File: src/rtl/race_pkg.sv
// race_pkg: shared encodings for the race controller slice.
//   race_state_e : FSM state encoding, also driven out on the state port
//   WIN_*        : winner codes
//   TIME_MAX     : race_time saturation value (whole seconds)
//   NUM_CARS     : number of cars tracked
package race_pkg;

  typedef enum logic [1:0] {
    ST_IDLE      = 2'd0,
    ST_COUNTDOWN = 2'd1,
    ST_RACING    = 2'd2,
    ST_FINISHED  = 2'd3
  } race_state_e;

  localparam logic [1:0] WIN_NONE = 2'd0;
  localparam logic [1:0] WIN_P1   = 2'd1;
  localparam logic [1:0] WIN_P2   = 2'd2;
  localparam logic [1:0] WIN_DRAW = 2'd3;

  localparam logic [9:0] TIME_MAX = 10'd999;

  localparam int NUM_CARS = 2;

endpackage

File: src/rtl/lap_check.sv
// lap_check: per-car lap qualification.
//   pclk, rst          : clock, async active-high reset
//   lap_finished       : level, car is inside the finish zone
//   checkpoints_passed : car has passed every checkpoint this lap
//   lap_valid          : combinational; entry into the finish zone with all
//                        checkpoints passed, sampled in the entry cycle only
module lap_check (
  input  logic pclk,
  input  logic rst,
  input  logic lap_finished,
  input  logic checkpoints_passed,
  output logic lap_valid
);

  logic lap_prev;

  // Tracked in every state so a zone entry that began before RACING
  // cannot be seen as a fresh edge later.
  always_ff @(posedge pclk or posedge rst) begin
    if (rst) lap_prev <= 1'b0;
    else     lap_prev <= lap_finished;
  end

  assign lap_valid = lap_finished && !lap_prev && checkpoints_passed;

endmodule

File: src/rtl/sec_tick.sv
// sec_tick: one-second prescaler.
//   pclk, rst : clock, async active-high reset
//   en        : count while high; counter is held at 0 while low
//   clr       : synchronous clear, wins over en
//   tick      : one-cycle pulse in the cycle the count sits at CLK_HZ-1
module sec_tick #(
  parameter int CLK_HZ = 65_000_000
) (
  input  logic pclk,
  input  logic rst,
  input  logic en,
  input  logic clr,
  output logic tick
);

  localparam int            CW   = (CLK_HZ > 1) ? $clog2(CLK_HZ) : 1;
  localparam logic [CW-1:0] LAST = CW'(CLK_HZ - 1);

  logic [CW-1:0] cnt;

  assign tick = en && !clr && (cnt == LAST);

  always_ff @(posedge pclk or posedge rst) begin
    if (rst)                          cnt <= '0;
    else if (clr || !en || cnt == LAST) cnt <= '0;
    else                              cnt <= cnt + CW'(1);
  end

endmodule

File: src/rtl/race_controller.sv
// race_controller: two-player race sequencer.
//   pclk, rst                : pixel clock, async active-high reset
//   start, abort             : race control levels (abort has priority)
//   lap_finished_pN          : car N inside the finish zone
//   checkpoints_passed_pN    : car N passed all checkpoints this lap
//   state                    : 0 idle, 1 countdown, 2 racing, 3 finished
//   countdown                : seconds left in countdown, else 0
//   race_active              : high only while racing (gates car motion)
//   ckpt_clear               : one-cycle clear to the checkpoint trackers
//   laps_pN                  : valid laps completed by car N
//   race_time                : whole seconds raced, saturating at 999
//   winner                   : 0 none, 1 car 1, 2 car 2, 3 draw
// All outputs are registered.
module race_controller
  import race_pkg::*;
#(
  parameter int LAPS        = 3,
  parameter int CLK_HZ      = 65_000_000,
  parameter int COUNTDOWN_S = 3
) (
  input  logic       pclk,
  input  logic       rst,
  input  logic       start,
  input  logic       abort,
  input  logic       lap_finished_p1,
  input  logic       checkpoints_passed_p1,
  input  logic       lap_finished_p2,
  input  logic       checkpoints_passed_p2,
  output logic [1:0] state,
  output logic [1:0] countdown,
  output logic       race_active,
  output logic       ckpt_clear,
  output logic [3:0] laps_p1,
  output logic [3:0] laps_p2,
  output logic [9:0] race_time,
  output logic [1:0] winner
);

  localparam logic [3:0] LAPS_W = 4'(LAPS);
  localparam logic [1:0] CD_W   = 2'(COUNTDOWN_S);

  race_state_e                       state_q, state_n;
  logic [1:0]                        cd_n;
  logic                              act_n, clr_n;
  logic [NUM_CARS-1:0][3:0]          laps_q, laps_n;
  logic [9:0]                        time_n;
  logic [1:0]                        win_n;
  logic [NUM_CARS-1:0]               lap_fin, lap_ckpt, lap_valid, done;
  logic                              tick, go;

  assign lap_fin  = {lap_finished_p2, lap_finished_p1};
  assign lap_ckpt = {checkpoints_passed_p2, checkpoints_passed_p1};

  for (genvar i = 0; i < NUM_CARS; i++) begin : g_car
    lap_check u_lap (
      .pclk               (pclk),
      .rst                (rst),
      .lap_finished       (lap_fin[i]),
      .checkpoints_passed (lap_ckpt[i]),
      .lap_valid          (lap_valid[i])
    );
  end

  sec_tick #(.CLK_HZ(CLK_HZ)) u_tick (
    .pclk (pclk),
    .rst  (rst),
    .en   (state_q == ST_COUNTDOWN || state_q == ST_RACING),
    .clr  (go),
    .tick (tick)
  );

  always_comb begin
    state_n = state_q;
    cd_n    = countdown;
    act_n   = race_active;
    clr_n   = 1'b0;
    laps_n  = laps_q;
    time_n  = race_time;
    win_n   = winner;
    go      = 1'b0;
    done    = '0;

    if (abort) begin
      // Results stay on display; the trackers are not cleared here.
      if (state_q != ST_IDLE) begin
        state_n = ST_IDLE;
        act_n   = 1'b0;
        cd_n    = 2'd0;
      end
    end else begin
      case (state_q)
        ST_IDLE, ST_FINISHED: begin
          if (start) begin
            go      = 1'b1;
            state_n = ST_COUNTDOWN;
            cd_n    = CD_W;
            clr_n   = 1'b1;
            laps_n  = '0;
            time_n  = 10'd0;
            win_n   = WIN_NONE;
          end
        end
        ST_COUNTDOWN: begin
          if (tick) begin
            if (countdown <= 2'd1) begin
              state_n = ST_RACING;
              cd_n    = 2'd0;
              act_n   = 1'b1;
            end else begin
              cd_n = countdown - 2'd1;
            end
          end
        end
        ST_RACING: begin
          if (tick && race_time != TIME_MAX) time_n = race_time + 10'd1;
          for (int i = 0; i < NUM_CARS; i++) begin
            if (lap_valid[i] && laps_q[i] < LAPS_W) laps_n[i] = laps_q[i] + 4'd1;
            done[i] = (laps_n[i] == LAPS_W);
          end
          if (|done) begin
            state_n = ST_FINISHED;
            act_n   = 1'b0;
            win_n   = (&done)   ? WIN_DRAW :
                      (done[0]) ? WIN_P1   : WIN_P2;
          end
        end
        default: state_n = ST_IDLE;
      endcase
    end
  end

  always_ff @(posedge pclk or posedge rst) begin
    if (rst) begin
      state_q     <= ST_IDLE;
      countdown   <= 2'd0;
      race_active <= 1'b0;
      ckpt_clear  <= 1'b0;
      laps_q      <= '0;
      race_time   <= 10'd0;
      winner      <= WIN_NONE;
    end else begin
      state_q     <= state_n;
      countdown   <= cd_n;
      race_active <= act_n;
      ckpt_clear  <= clr_n;
      laps_q      <= laps_n;
      race_time   <= time_n;
      winner      <= win_n;
    end
  end

  assign state   = state_q;
  assign laps_p1 = laps_q[0];
  assign laps_p2 = laps_q[1];

endmodule

File: config.mk
export PLATFORM = sky130hd
export DESIGN_NAME = race_controller
export DESIGN_NICKNAME = d
export VERILOG_FILES = /design/src/rtl/race_pkg.sv /design/src/rtl/lap_check.sv /design/src/rtl/sec_tick.sv /design/src/rtl/race_controller.sv
export SDC_FILE = /design/constraint.sdc
export NUM_CORES = 1
export LEC_CHECK = 0
export CORE_MARGIN = 1.5
export CORE_UTILIZATION = 59
export DETAILED_ROUTE_END_ITERATION = 8
export MAX_ROUTING_LAYER = met4
export PLACE_DENSITY = 0.84
export SLEW_MARGIN = 20
export SYNTH_ARGS = -nofsm -noshare
export SYNTH_HDL_FRONTEND = slang
export SYNTH_SLANG_ARGS = --single-unit
File: constraint.sdc
create_clock -name pclk -period 4 [get_ports pclk]
set_clock_uncertainty 0.05 [all_clocks]
set_input_delay 1 -clock pclk [delete_from_list [all_inputs] [get_ports pclk]]
set_output_delay 1 -clock pclk [all_outputs]
set_load 0.005 [all_outputs]
==> summary.txt <==
Logic synthesis
  – Share of the synthesized area in the top cell type: 49.0%
  – Number of enable flip-flop cells after synthesis: 0
  – Post-Synthesis Net Count: 297
  – Gate count of the mapped netlist: 282
  – Synth Flop Type: dfrtp_1
  – Synthesized area: 2760 um^2
  – Synth top area cells: dfrtp_1 49%, xor2_1 7.3%, nor2_1 6.8%
  – Distinct cell type count after synthesis: 41
  – Seq/Total Area, Yosys: 49.0%
  – Yosys reg bits: 54
  – Syn avg cell area: 9.77 um^2
  – Synth Warn #: 0
  – Synth area leader: dfrtp_1
  – Synth async-reset ratio: 100%

Critical path
  – Worst Setup EP: race_active
  – CP Launch Type: input port
  – CP Max Fanout: 5
  – RR Startpoint: state[0]
  – Reg2reg setup slack: 1.34 ns
  – Arrival time worst endpoint: 2.95 ns
  – Critical path class: input port to flop
  – Reg2Reg Depth: 8
  – Crit end category: flop
  – Critical path's slowest cell: clkdlybuf4s50_1
  – Critical path, cell by cell: clkdlybuf4s50_1 -> nor4bb_1 -> mux2i_1 -> and4b_1 -> o21ba_2 -> a21oi_1 -> o21ba_1
  – RR Endpoint: race_time[6]
  – Critical Path RT: 4.14 ns
  – CP peak stage delay: 0.48 ns
  – Crit path launch: lap_finished_p1

Drt
  – Final ANT Viol Nets: 0
  – WL final: 5440 um
  – Via count: 2132
  – DRT iter0 DRCs: 175
  – Via density: 5.76
  – First-pass DRT Iterations: 4
  – Final routed DRC violation total: 0
  – Per-cell routed wire length: 14.7 um

Global route
  – GRT Util Overall: 24.2%
  – Total congestion overflow: 0
  – First-pass GRT wire length: 9450 um
  – Number of global-route vias before repair: 2016
  – Largest net degree at the start of global routing: 55
  – Initial antenna violation count: 0

Flow run
  – Maxcap violations: 0

Final layout
  – Fillers: 346
  – Ant diodes: 0
  – Finished Cell Area: 3210 um^2
  – Layout cell share with drive strength beyond 1: 3.77%
  – P&R area growth vs syn: 16.5%
  – Final-stage net count: 333
  – Layout Cells excl Fill: 370

Clock tree
  – Setup bufs post-CTS: 0
  – Max clock buf depth: 2
  – Num CTS Buffers: 5
  – Clock Latency Late Sink: 0.30 ns
  – Clock-pin slew on the worst setup and hold paths: 0.09 ns
  – Clock root buffer: clkbuf_8
  – Clk sink count: 54
  – H-tree depth: 2
  – Hold-fix buffers, CTS: 0
  – Resized cells post-CTS: 0
  – CTS tree: done

Timing
  – Highest clock rate: 355 MHz
  – Hold Vio Cnt, Final: 0
  – Final Critical Period: 2.81 ns
  – Setup TNS: 0 ns
  – Period utilisation layout: 70.3%
  – Max_slew headroom: 39.4%
  – Slew Viols, Final: 0
  – Final setup vio count: 0
  – Worst Tran Pin Value: 0.910 ns
  – Post-route worst setup slack: 1.19 ns
  – RSZ-0062 raised after global routing: no

Pwr
  – Clock group share of total power: 20.4%
  – Sw Pwr: 0.000498 W
  – Combinational power share: 33.1%
  – Maximum VDD drop: 0.250 mV
  – Reg power frac: 46.6%
  – Final Power: 0.00139 W
  – P_leak: 1.38 nW
  – Cell Pwr Density: 434 nW/um^2
  – Internal Power: 0.000894 W
  – Sw Ratio: 35.7%

Die
  – Chip width: 71.4 um
  – Die height: 71.4 um
  – Site row count: 24
  – Ports: 34
  – Die area: 5090 um^2
  – Core Box Area: 4410 um^2
  – Starting Density: 62.4%

Placement
  – Placer Congestion: 0.770
  – Placed Area: 3130 um^2
  – PortBufs: 33
  – # placed instances: 363
  – Post-Place Worst Slack: 0.853 ns
  – DP Wirelength: 3840 um

Worst hold path
  – Worst min path class: flop to flop
  – HP Start: u_tick.cnt[0]

Outcome
  – Status: finished, final reports clean
## critical path: cells and delay by family
kind	cells	cell delay (ns)
AOI/OAI and AO/OA	3	0.49
buffers and inverters	1	0.48
muxes	1	0.32
and+or+nand+nor	2	0.67
## metrics by stage
step / utilization (%) / hold slack [ns]
after global routing: 72.7 / 0.523
after floorplan: - / 0.424
final: 72.7 / 0.481
after detailed placement: 71.0 / 0.457
after CTS: 72.7 / 0.482
after global placement: 71.0 / 0.453
## placed cells by master, fill, tap and decap left out, types with 2 or more instances in the layout
master / synthesis / layout
and3_1: 7 / 7
nand2_1: 26 / 26
and4_1: 3 / 3
nor3_1: 8 / 8
o21ai_0: 9 / 9
xor2_1: 23 / 23
o21ai_1: 3 / 3
nor2_1: 50 / 50
nor2b_1: 4 / 4
a21o_1: 2 / 2
clkbuf_1: 1 / 2
dfrtp_1: 54 / 54
o2bb2ai_1: 2 / 2
a21oi_1: 5 / 5
mux2i_1: 3 / 3
nor4b_1: 5 / 5
and4b_1: 2 / 2
xnor2_1: 10 / 10
ha_1: 7 / 7
clkdlybuf4s50_1: 0 / 33
nor4bb_1: 4 / 4
clkbuf_8: 0 / 5
nand4_1: 12 / 12
nand2b_1: 4 / 4
or3_1: 2 / 2
inv_1: 7 / 6
nand3_1: 11 / 11
## cell families after synthesis
group / Yosys count / synth area share [%]
AOI/OAI and AO/OA: 30 / 6.95
xor gates and xnor gates: 33 / 10.5
adders and majority gates: 7 / 3.18
buffers and inverters: 11 / 1.63
DFF: 54 / 49.0
muxes: 3 / 1.09
and+or+nand+nor: 144 / 27.6
## flip-flops by register name (all words and copies together), names as in the netlist, 2 cells and up
register and flops:
countdown 2, g_car.u_lap.lap_prev 2, laps_p1 4, laps_p2 4, race_time 10, state 2, u_tick.cnt 26, winner 2
## cells in the mapped netlist, types with 2 or more instances
cell type,instances
nor3_1,8
a21oi_1,5
o21ai_0,9
dfrtp_1,54
xor2_1,23
nand3_1,11
o21ai_1,3
and4_1,3
inv_1,7
nor2_1,50
nand4_1,12
mux2i_1,3
and3_1,7
nor4b_1,5
or3_1,2
nand2b_1,4
and4b_1,2
a21o_1,2
xnor2_1,10
nand2_1,26
nor2b_1,4
buf_2,3
ha_1,7
nor4bb_1,4
o2bb2ai_1,2
## metal layers
layer  vias up  track usage [%]  part of all wire, %
met1      1023             33.8                   49
met5         -                -                    0
met4         0             6.92                  1.2
met3         5             5.77                  4.2
li1       1057                -                    -
met2        47             35.7                   45
## power by group through the flow
| stage | combinational, W | clock, W | sequential, W |
|---|---|---|---|
| final | 0.000460 | 0.000284 | 0.000648 |
| after global routing | 0.000513 | 0.000307 | 0.000655 |
| after CTS | 0.000461 | 0.000289 | 0.000647 |
| after detailed placement | 0.000457 | 0 | 0.000656 |
| after global placement | 0.000447 | 0 | 0.000655 |
| after floorplan | 0.000312 | 0 | 0.000649 |
## worst min path at each step
| stage | slack (ns) | to | depth (start not counted) |
|---|---|---|---|
| 3_5_place_dp | 0.46 | winner[1] | 2 |
| 4_1_cts | 0.48 | u_tick.cnt[0] | 1 |
| 3_3_place_gp | 0.45 | u_tick.cnt[0] | 1 |
| 5_1_grt | 0.52 | u_tick.cnt[0] | 1 |
| 2_1_floorplan | 0.42 | u_tick.cnt[0] | 1 |
| 6_report | 0.48 | u_tick.cnt[0] | 1 |
## area by class of cell
class	instances	area [um^2]	share of cell area (%)
repair buffers	33	330	10.3
flip-flops and latches	54	1350	42.1
well taps	52	65.1	2.03
clock buffers	7	76.3	2.38
multi-input cells	217	1360	42.4
inverters	7	27.5	0.857
Power figures use the tool's default switching activity.
